--- config.mk ---
export PLATFORM = sky130hd
export DESIGN_NAME = jedro_1_mem_arbiter
export DESIGN_NICKNAME = d
export VERILOG_FILES = /design/src/rtl/jedro_1_mem_arb_pkg.sv /design/src/rtl/jedro_1_mem_arbiter.sv
export SDC_FILE = /design/constraint.sdc
export NUM_CORES = 1
export LEC_CHECK = 0
export CAP_MARGIN = 40
export CORE_AREA = 3 3 104 106
export DETAILED_ROUTE_END_ITERATION = 10
export DIE_AREA = 0 0 107 109
export SLEW_MARGIN = 10
export SYNTH_ARGS = -nofsm -noshare
export SYNTH_HDL_FRONTEND = slang
export SYNTH_SLANG_ARGS = --single-unit
export TNS_END_PERCENT = 10
--- constraint.sdc ---
create_clock -name clk_i -period 2.2 [get_ports clk_i]
set_clock_uncertainty 0.2 [all_clocks]
set_input_delay 0.33 -clock clk_i [delete_from_list [all_inputs] [get_ports clk_i]]
set_output_delay 0.33 -clock clk_i [all_outputs]
set_load 0.05 [all_outputs]
--- src/rtl/jedro_1_mem_arb_pkg.sv ---
// Shared definitions for the jedro_1 memory arbiter: response-owner
// encoding and the width rule for the data-streak counter.
package jedro_1_mem_arb_pkg;

    // Which port owns the read response returning in the next cycle.
    typedef enum logic [1:0] {
        OWN_NONE  = 2'd0,
        OWN_INSTR = 2'd1,
        OWN_DATA  = 2'd2
    } owner_e;

    // Bits needed to count 0..max_streak inclusive (at least one bit).
    function automatic int streak_width(input int max_streak);
        if (max_streak < 1) begin
            return 1;
        end
        return $clog2(max_streak + 1);
    endfunction

endpackage

--- src/rtl/jedro_1_mem_arbiter.sv ---
// Two-port (instruction / data) arbiter in front of a single-port RAM
// with one cycle of read latency.
//
// Handshake: a port raises req and holds it (with its address/data
// stable) until it sees gnt in the same cycle; gnt is combinational
// from req. A granted read returns rvalid for exactly one cycle, in
// the cycle after the grant, with rdata taken straight from the RAM.
// Stores are fire-and-forget and never produce rvalid.
//
// Arbitration favours the data port, but after MAX_DATA_STREAK
// consecutive data grants while the instruction port is waiting, the
// instruction port is served once so fetch can never starve.
module jedro_1_mem_arbiter
    import jedro_1_mem_arb_pkg::*;
#(
    parameter int ADDR_WIDTH      = 32,
    parameter int DATA_WIDTH      = 32,
    parameter int MAX_DATA_STREAK = 4
) (
    input  logic                    clk_i,
    input  logic                    rstn_i,

    input  logic                    instr_req_i,
    input  logic [ADDR_WIDTH-1:0]   instr_addr_i,
    output logic                    instr_gnt_o,
    output logic                    instr_rvalid_o,
    output logic [DATA_WIDTH-1:0]   instr_rdata_o,

    input  logic                    data_req_i,
    input  logic                    data_we_i,
    input  logic [DATA_WIDTH/8-1:0] data_be_i,
    input  logic [ADDR_WIDTH-1:0]   data_addr_i,
    input  logic [DATA_WIDTH-1:0]   data_wdata_i,
    output logic                    data_gnt_o,
    output logic                    data_rvalid_o,
    output logic [DATA_WIDTH-1:0]   data_rdata_o,

    output logic                    mem_en_o,
    output logic [DATA_WIDTH/8-1:0] mem_we_o,
    output logic [ADDR_WIDTH-1:0]   mem_addr_o,
    output logic [DATA_WIDTH-1:0]   mem_wdata_o,
    input  logic [DATA_WIDTH-1:0]   mem_rdata_i
);

    localparam int                  STREAK_W   = streak_width(MAX_DATA_STREAK);
    localparam logic [STREAK_W-1:0] STREAK_MAX = STREAK_W'(MAX_DATA_STREAK);
    localparam logic [STREAK_W-1:0] STREAK_ONE = STREAK_W'(1);

    logic [STREAK_W-1:0] streak_q;
    logic [STREAK_W-1:0] streak_d;
    owner_e              owner_q;
    owner_e              owner_d;
    logic                streak_full;
    logic                grant_data;
    logic                grant_instr;

    // Grant decision: data wins unless fetch is waiting and the streak is used up.
    // Grants are held off while reset is asserted.
    always_comb begin
        streak_full = (streak_q == STREAK_MAX);
        grant_data  = rstn_i && data_req_i && !(instr_req_i && streak_full);
        grant_instr = rstn_i && instr_req_i && !grant_data;
        instr_gnt_o = grant_instr;
        data_gnt_o  = grant_data;
    end

    // Forward the winning request to the RAM; everything is zero when idle.
    always_comb begin
        mem_en_o    = 1'b0;
        mem_we_o    = '0;
        mem_addr_o  = '0;
        mem_wdata_o = '0;
        if (grant_data) begin
            mem_en_o    = 1'b1;
            mem_we_o    = data_we_i ? data_be_i : '0;
            mem_addr_o  = data_addr_i;
            mem_wdata_o = data_wdata_i;
        end else if (grant_instr) begin
            mem_en_o    = 1'b1;
            mem_addr_o  = instr_addr_i;
        end
    end

    // Next streak count and next response owner.
    always_comb begin
        streak_d = streak_q;
        if (!instr_req_i || grant_instr) begin
            streak_d = '0;
        end else if (grant_data && !streak_full) begin
            streak_d = streak_q + STREAK_ONE;
        end

        owner_d = OWN_NONE;
        if (grant_instr) begin
            owner_d = OWN_INSTR;
        end else if (grant_data && !data_we_i) begin
            owner_d = OWN_DATA;
        end
    end

    // State registers; reset drops any in-flight response.
    always_ff @(posedge clk_i or negedge rstn_i) begin
        if (!rstn_i) begin
            streak_q <= '0;
            owner_q  <= OWN_NONE;
        end else begin
            streak_q <= streak_d;
            owner_q  <= owner_d;
        end
    end

    // Steer the RAM read data to the owning port; rdata is zero when not valid.
    always_comb begin
        instr_rvalid_o = (owner_q == OWN_INSTR);
        data_rvalid_o  = (owner_q == OWN_DATA);
        instr_rdata_o  = instr_rvalid_o ? mem_rdata_i : '0;
        data_rdata_o   = data_rvalid_o  ? mem_rdata_i : '0;
    end

endmodule

==> results of run 1 <==
[synthesized netlist by cell type, drive strengths merged]
master   n
clkbuf   6
and2    96
dfrtp    5
inv      2
o31a     1
nand3    2
o21a     1
nand2b   2
nor2b    3
ha       2
nor3     1
nor3b    1
and3     4
a22o    32
nand2    3
buf     10
a21boi   3
nor2     1
and2b    1
a31oi    1
[stage by stage]
stage,worst slack [ns],util,setup TNS [ns],total power [mW]
final,-0.0433,0.622,-0.355,1.57
after floorplan,-0.0216,-,-0.194,0.569
after global placement,-0.150,0.570,-4.86,1.29
after detailed placement,-0.168,0.570,-6.27,1.30
after global routing,-0.0955,0.622,-3.53,1.63
after CTS,-0.0351,0.595,-0.237,1.52
[path summary, 6_finish.rpt]
check	slack, ns	from	end	cells past startpoint
worst min-delay path	0.13	rstn_i	streak_q[1]$_DFFE_PN0P_	3
min in group clk_i	0.41	instr_req_i	streak_q[2]$_DFFE_PN0P_	2
worst max-delay path	-0.04	streak_q[0]$_DFFE_PN0P_	mem_addr_o[13]	7
max in group asynchronous	1.54	rstn_i	owner_q[1]$_DFF_PN0_	3
worst min register to register	0.43	streak_q[0]$_DFFE_PN0P_	streak_q[0]$_DFFE_PN0P_	3
worst max register to register	0.55	streak_q[0]$_DFFE_PN0P_	owner_q[1]$_DFF_PN0_	7
[sequential cells by signal, indices dropped and copies added, names as in the netlist]
name / cells
owner_q: 2
streak_q: 3
[where the power goes]
group | leakage (nW) | switching (mW) | internal [mW]
Sequential | 0.0682 | 0.00162 | 0.0953
Clock | 0.0228 | 0.0465 | 0.125
Combinational | 2.49 | 0.593 | 0.711
[cells by family after synthesis]
kind of cell / Yosys count / share of synthesized area
AO/OA/AOI/OAI: 38 / 0.260
adder cells (fa/ha/maj): 2 / 0.0189
buffers and inverters: 18 / 0.0935
flip-flops: 5 / 0.0944
AND/OR/NAND/NOR: 114 / 0.534
[tightest hold or removal path, cell delays in order]
cell and delay [ns]:
dlygate4sd2_1 0.26, buf_4 0.14, buf_4 0.16
[metal layers]
layer | track usage | vias to the layer above | wire, um | part of all wire
li1 | - | 1172 | - | -
met1 | 0.148 | 1127 | 3450 | 0.31
met2 | 0.326 | 170 | 6290 | 0.57
met3 | 0.0497 | 12 | 1090 | 0.099
met4 | 0.0338 | 0 | 196 | 0.018
met5 | 0 | - | 0 | 0
[final cells by class]
cell class / instances / area, um2 / area share
tap: 133 / 166 / 0.0271
sequential: 5 / 125 / 0.0204
timing repair buffer: 299 / 4400 / 0.718
inverter: 2 / 7.51 / 0.00122
multi-input combinational: 154 / 1390 / 0.226
clock buffer: 4 / 45.0 / 0.00734
[timing repair]
| item | CTS | global route |
|---|---|---|
| setup endpoints to repair | 69 | 69 |
| gates cloned | 1 | 4 |
| buffers inserted | 5 | 6 |
| resized for setup | 23 | 41 |
| pin swaps | 2 | 38 |
==> key figures, run 1 <==
Logic synthesis
  – Synth unique cells: 23
  – Post-Syn Area: 1330 um2
  – Yosys top cell area share: 0.453
  – Synth Area per Inst: about 7.5 um2
  – Syn nets: 316
  – Syn Inst Count: between 150 and 200
  – Yosys warns: 0
  – Synth area leader: and2_1
  – Area contributors post-synth: and2_1 (45%), a22o_1 (21%), dfrtp_1 (9.4%)
  – Register area share after synthesis: 0.0944
  – Flops & latches, synth: 5

Timing
  – F_max: about 450 MHz
  – Hold WS: 0.134 ns
  – Endpoints failing hold: 0
  – Least-Margin Pin Slew: 0.281 ns
  – Slew headroom: 0.813
  – Crit share post-route: 1.02
  – Fin crit period: 2.24 ns
  – Final Setup Violations: 34
  – PnR worst setup slack: -0.0433 ns
  – RSZ-0062 raised after global routing: yes
  – Slew Viols, Final: 0

Route
  – Per-cell routed wire length: between 15 and 20 um
  – Via Count: approximately 2500
  – DRT iter0 DRCs: 72
  – First drt pass iteration count: 4
  – Overall routed net length: 11.0 mm
  – Remaining DRCs: 0
  – Via density: 4.16
  – Antenna-violating nets left: 0

Setup path
  – Max Fanout on Critical Path: 11
  – Critical Path End Type: output pin
  – Sequence of cells on the critical path: inv_2 -> ha_4 -> a31oi_4 -> buf_6 -> clkbuf_16 -> a22o_1 -> buf_12
  – Critical path startpoint category: register
  – WP data arrival: roughly 1.7 ns
  – Max stage delay cell, worst path: dfrtp_1
  – WP data required: ~1.7 ns
  – CP Class: reg -> out
  – Critical path's top delay family: buffers and inverters
  – Slowest stage delay, CP: between 0.3 and 0.4 ns
  – WP buf/inv: 4

Clock network
  – Worst-path clk slew: approximately 0.040 ns
  – CTS tree: done
  – Root buf cell: clkbuf_8
  – Hold Buf Count CTS: 0
  – CTS Sinks: 5
  – Clk_lat worst skew: ~0.22 ns
  – CTS max path bufs: 2
  – CTS Buf Count: 3
  – H-tree depth: 1

Finish
  – Diodes inserted: 0
  – Fillers: 759
  – Total Nets Final: between 600 and 700
  – Commonest non-fill, non-tap cell in the layout: buf_12
  – Fin area: around 6100 um2
  – Area Growth Syn to Fin: 363%
  – Most frequent cells in the layout: buf_12 (142), clkdlybuf4s50_1 (133), and2_1 (74)
  – Share of cells above drive strength 1: 0.481
  – Final cell count without fillers: 597

Pwr
  – Max VDD drop: between 0.1 and 0.15 mV
  – Pwr Density: 256 nW/um2
  – P_leak: around 2.6 nW

Status
  – Failing checks: setup timing
  – Status: finished with violations

Global route
  – Largest net degree at the start of global routing: 45
  – Gr ovfl total: 0
  – Vias in the first global route: around 2500
  – Initial antenna violation count: 0
  – All-Layer GR Usage: 0.157
  – First-pass GRT wire length: roughly 14 mm

Job
  – # Max-Cap Violations: 0

Placed design
  – Post-Place Cells: 579
  – Dpl hpwl: roughly 9.0 mm
  – Post-DP Area: about 5600 um2
  – Gp weighted congestion: between 0.7 and 0.8
  – I/O Buffers: roughly 270

Floorplanning
  – Initial core utilization: 0.134
  – Die area: around 12000 um2
  – Die Y: approximately 110 um
  – Area of the core: 9860 um2
  – # IOs: 274
  – Die X: 107 um
  – Row Count: 36

Worst hold path
  – Hold Crit Class: in -> async
(Power assumes the default switching activity.)
==> inputs of run 2 (changes only) <==
Clock period 2.2 ns to 2.15 ns, I/O delays scaled along.
==> run 2 against run 1 <==
Die area unchanged. Via count decreased by 0.64%. Register-to-register slack is essentially flat. Hold slack lost 0.0045 ns. Non-clock buffer count unchanged. Flip-flop and latch count did not move. The flow still finishes with violations (setup timing). Critical path depth did not move. Power up 2.6%. Worst setup slack worse by 0.038 ns. Largest cell class unchanged. Global-route usage unchanged. Final cell count stayed put. Routed wire length increased by 0.65%.
==> key figures, run 2 (same netlist as run 1, synthesis figures left out) <==
Finish
  – Fin area: 6150 um2
  – Diodes inserted: 0
  – Commonest non-fill, non-tap cell in the layout: buf_12
  – Biggest register: streak_q
  – Total Nets Final: 604
  – Biggest regs: streak_q x3, owner_q x2
  – Final cell count without fillers: approximately 600
  – FF+latch area: 125 um2
  – Share of cells above drive strength 1: 0.500
  – Area Growth Syn to Fin: 364%
  – Fillers: roughly 770
  – Most frequent cells in the layout: buf_12 (141), clkdlybuf4s50_1 (133), and2_1 (64)
  – Area taken by multi-input logic gates: 1390 um2
  – Max reg flops: 3

Status
  – Failing checks: setup timing
  – Status: finished with violations

Setup path
  – Critical path startpoint category: register
  – CP endpoint: mem_addr_o[15]
  – WP data required: about 1.6 ns
  – Max Fanout on Critical Path: 11
  – CP Class: reg -> out
  – Worst Reg-to-Reg Cells: 8
  – R2r startpoint: streak_q[0]$_DFFE_PN0P_
  – WP data arrival: 1.71 ns
  – CP startpoint: streak_q[0]$_DFFE_PN0P_
  – Worst reg2reg endpoint: streak_q[0]$_DFFE_PN0P_
  – Register-to-Register Setup Slack: around 0.54 ns
  – Critical Path End Type: output pin

Placed design
  – Post-Place Cells: between 500 and 600
  – Dpl hpwl: between 8 and 9 mm
  – Post-DP Area: around 5600 um2
  – I/O Buffers: ~270
  – Gp weighted congestion: between 0.7 and 0.8

Clock network
  – CTS max path bufs: 2
  – CTS Sinks: 5
  – Clk_lat worst skew: about 0.22 ns
  – CTS tree: done
  – Root buf cell: clkbuf_8
  – CTS Buf Count: 3
  – H-tree depth: 1
  – Worst-path clk slew: 0.04 ns

Route
  – Remaining DRCs: 0
  – Overall routed net length: about 11 mm
  – DR WL met3: about 1.1 mm
  – First drt pass iteration count: 4
  – Via Count: 2465
  – DR WL met2: between 6 and 7 mm
  – Antenna-violating nets left: 0
  – M1 WL: around 3.5 mm
  – DRT iter0 DRCs: 79
  – Via density: about 4.1
  – Per-cell routed wire length: around 19 um
  – Top Layer Used: met4

Global route
  – Largest net degree at the start of global routing: 45
  – Gr ovfl total: 0
  – All-Layer GR Usage: 0.157
  – Initial antenna violation count: 0
  – First-pass GRT wire length: 14.2 mm
  – Vias in the first global route: between 2000 and 3000

Timing
  – Slew Viols, Final: 0
  – Crit share post-route: 1.04
  – RSZ-0062 raised after global routing: yes
  – Least-Margin Pin Slew: ~0.28 ns
  – Setup TNS: -2.01 ns
  – PnR worst setup slack: -0.0816 ns
  – Endpoints failing hold: 0
  – F_max: 448 MHz
  – Fin crit period: roughly 2.2 ns
  – Final Setup Violations: 50
  – Slew headroom: 0.813
  – Hold WS: roughly 0.13 ns

Job
  – # Max-Cap Violations: 0

Pwr
  – P_leak: 2.59 nW
  – Pwr Density: roughly 260 nW/um2
  – Tot Pwr: about 1.6 mW
  – Max VDD drop: between 0.1 and 0.15 mV

Worst hold path
  – Hold Crit Class: in -> async

Floorplanning
  – Initial core utilization: 0.134
  – Die Y: 109 um
  – Die area: roughly 12000 um2
  – Area of the core: approximately 9900 um2
  – Row Count: 36
  – # IOs: ~270
  – Die X: 107 um
run 2: power by group:
part | switching, mW | internal [mW] | leakage, nW
clock network | 0.0477 | 0.127 | 0.0228
registers | 0.00166 | 0.0975 | 0.0682
logic | 0.607 | 0.732 | 2.50
run 2: cell type report:
type	count	area share
Sequential cell	5	0.0204
Multi-Input combinational cell	154	0.226
Clock buffer	4	0.00733
Timing Repair Buffer	299	0.718
Tap cell	133	0.0271
Inverter	2	0.00122
run 2: repair_timing:
action | CTS | global route
buffers inserted | 5 | 4
hold buffers | 0 | 0
pin swaps | 7 | 41
cloned | 1 | 6
setup endpoints to repair | 69 | 69
resized for setup | 42 | 27
run 2: worst min path at each step:
| stage | startpoint | end | slack, ns | cells past startpoint |
|---|---|---|---|---|
| 2_1_floorplan | rstn_i | owner_q[0]$_DFF_PN0_ | -0.17 | 0 |
| 4_1_cts | rstn_i | streak_q[1]$_DFFE_PN0P_ | 0.11 | 3 |
| 3_3_place_gp | streak_q[1]$_DFFE_PN0P_ | streak_q[1]$_DFFE_PN0P_ | 0.36 | 2 |
| 5_1_grt | rstn_i | streak_q[0]$_DFFE_PN0P_ | 0.12 | 3 |
| 3_5_place_dp | streak_q[1]$_DFFE_PN0P_ | streak_q[1]$_DFFE_PN0P_ | 0.38 | 2 |
| 6_report | rstn_i | streak_q[1]$_DFFE_PN0P_ | 0.13 | 3 |
run 2: critical path, stage by stage (launching register included):
cell and delay [ns]:
dfrtp_1 0.38, inv_2 0.08, ha_4 0.17, a31oi_4 0.10, buf_6 0.16, clkbuf_16 0.17
a22o_4 0.27, buf_12 0.15
run 2: metrics by stage:
step | worst slack [ns] | util
after floorplan | -0.0641 | -
final | -0.0816 | 0.623
after CTS | -0.0776 | 0.598
after global placement | -0.185 | 0.570
after detailed placement | -0.203 | 0.570
after global routing | -0.126 | 0.623
run 2: per-layer routing:
layer	global-route usage	up-vias
met1	0.146	1123
met3	0.0509	6
met4	0.0256	0
li1	-	1172
met2	0.332	164
met5	0	-
==> inputs of run 3 (changes only) <==
Settings changed: SKIP_LAST_GASP from default to 1.
==> run 3 against run 2 <==
The run still ends with setup timing left. Design area decreased by 1.2%. Clock power about the same. Global-route usage about the same. Hold slack got worse by 0.0035 ns. Sequential power about the same. Worst setup slack got worse by 0.017 ns. Routed wire length decreased by 2.2%. Largest power group unchanged.
==> key figures, run 3 (same netlist as run 1, synthesis figures left out) <==
Global route
  – Gr ovfl total: 0
  – All-Layer GR Usage: 0.157
  – Initial antenna violation count: 0
  – First-pass GRT wire length: between 10 and 15 mm
  – Largest net degree at the start of global routing: 45
  – Vias in the first global route: 2549

Timing
  – Least-Margin Pin Slew: approximately 0.28 ns
  – PnR worst setup slack: -0.0982 ns
  – Setup TNS: -4.46 ns
  – RSZ-0062 raised after global routing: yes
  – Slew headroom: 0.813
  – Final Setup Violations: 68
  – Crit share post-route: 1.05
  – F_max: around 440 MHz
  – Fin crit period: around 2.2 ns
  – Endpoints failing hold: 0
  – Hold WS: between 0.1 and 0.15 ns
  – Slew Viols, Final: 0

Setup path
  – WP data required: 1.63 ns
  – Worst Reg-to-Reg Cells: 7
  – Worst reg2reg endpoint: owner_q[1]$_DFF_PN0_
  – Critical Path End Type: output pin
  – Critical path startpoint category: register
  – Slowest stage delay, CP: around 0.38 ns
  – Register-to-Register Setup Slack: ~0.48 ns
  – Max stage delay cell, worst path: dfrtp_1
  – CP Class: reg -> out
  – Most used cell, CP: buf_12
  – R2r startpoint: streak_q[0]$_DFFE_PN0P_
  – Sequence of cells on the critical path: inv_2 -> ha_4 -> a31oi_4 -> buf_12 -> clkbuf_16 -> a22o_4 -> buf_12
  – WP data arrival: approximately 1.7 ns
  – Max Fanout on Critical Path: 7

Route
  – DRT iter0 DRCs: between 50 and 60
  – Remaining DRCs: 0
  – Overall routed net length: between 10 and 15 mm
  – Via density: 4.12
  – First drt pass iteration count: 4
  – Antenna-violating nets left: 0
  – Via Count: between 2000 and 2500
  – Per-cell routed wire length: about 18 um

Placed design
  – I/O Buffers: between 200 and 300
  – Dpl hpwl: 9.00 mm
  – Post-Place Cells: between 500 and 600
  – Post-DP Area: 5620 um2
  – Gp weighted congestion: around 0.74
  – Post-placement setup slack: -0.203 ns

Status
  – Status: finished with violations
  – Failing checks: setup timing

Floorplanning
  – # IOs: roughly 270
  – Initial core utilization: 0.134
  – Row Count: 36
  – Die area: ~12000 um2
  – Area of the core: ~9900 um2
  – Die X: 107 um
  – Die Y: approximately 110 um

Finish
  – Fin area: about 6000 um2
  – Most frequent cells in the layout: buf_12 (142), clkdlybuf4s50_1 (133), and2_1 (94)
  – Share of cells above drive strength 1: 0.433
  – Fillers: roughly 760
  – Total Nets Final: 602
  – Diodes inserted: 0
  – Commonest non-fill, non-tap cell in the layout: buf_12
  – Biggest register: streak_q
  – Max reg flops: 3
  – Area Growth Syn to Fin: 358%
  – Biggest regs: streak_q x3, owner_q x2
  – Final core utilization: 0.616
  – Final cell count without fillers: 595

Clock network
  – CTS tree: done
  – H-tree depth: 1
  – Worst-path clk slew: about 0.04 ns
  – CTS Sinks: 5
  – Clk_lat worst skew: roughly 0.22 ns
  – CTS max path bufs: 2
  – CTS Buf Count: 3
  – Hold Buf Count CTS: 0
  – Root buf cell: clkbuf_8

Job
  – # Max-Cap Violations: 0

Pwr
  – Max VDD drop: ~0.15 mV
  – P_leak: 2.54 nW
  – Pwr Density: between 200 and 300 nW/um2
  – Tot Pwr: ~1.6 mW

Worst hold path
  – Hold Crit Class: in -> async
[run 3: layer usage]
metal  up-vias  part of all wire  GRT usage
met5         -                 0          0
met4         0             0.016     0.0365
met3        10              0.10     0.0509
met2       170              0.57      0.325
met1      1106              0.32      0.148
li1       1165                 -          -
[run 3: worst max-delay path by stage]
stage,from,endpoint,slack [ns],depth (start not counted)
after global routing,streak_q[1]$_DFFE_PN0P_,mem_addr_o[8],-0.15,7
final,streak_q[0]$_DFFE_PN0P_,mem_addr_o[8],-0.1,7
after floorplan,owner_q[1]$_DFF_PN0_,instr_rdata_o[22],-0.06,3
after CTS,streak_q[1]$_DFFE_PN0P_,mem_addr_o[30],-0.08,8
after global placement,instr_req_i,mem_addr_o[12],-0.18,6
after detailed placement,instr_req_i,mem_addr_o[12],-0.20,6
[run 3: power by group]
part	switching [mW]	internal (mW)	leakage (nW)
sequential	0.00167	0.0975	0.0682
clock	0.0476	0.127	0.0228
combinational	0.601	0.715	2.45
[run 3: repair_timing]
item	CTS	global route
pin swaps	2	8
gates cloned	1	4
endpoints found under the setup margin	69	69
gates resized for setup	16	26
setup buffers	5	4
[run 3: final cells by class]
class	count	area [um2]	area share
clock buffer	4	45.0	0.00742
tap	133	166	0.0274
sequential	5	125	0.0206
inverter	2	7.51	0.00124
timing repair buffer	297	4400	0.725
multi-input combinational	154	1330	0.219
[run 3: critical path, delay by kind of cell, from the launching register on]
kind	cells	cell delay (ns)
fa+ha+maj	1	0.17
flops	1	0.38
buf+inv	4	0.56
compound gates	2	0.37
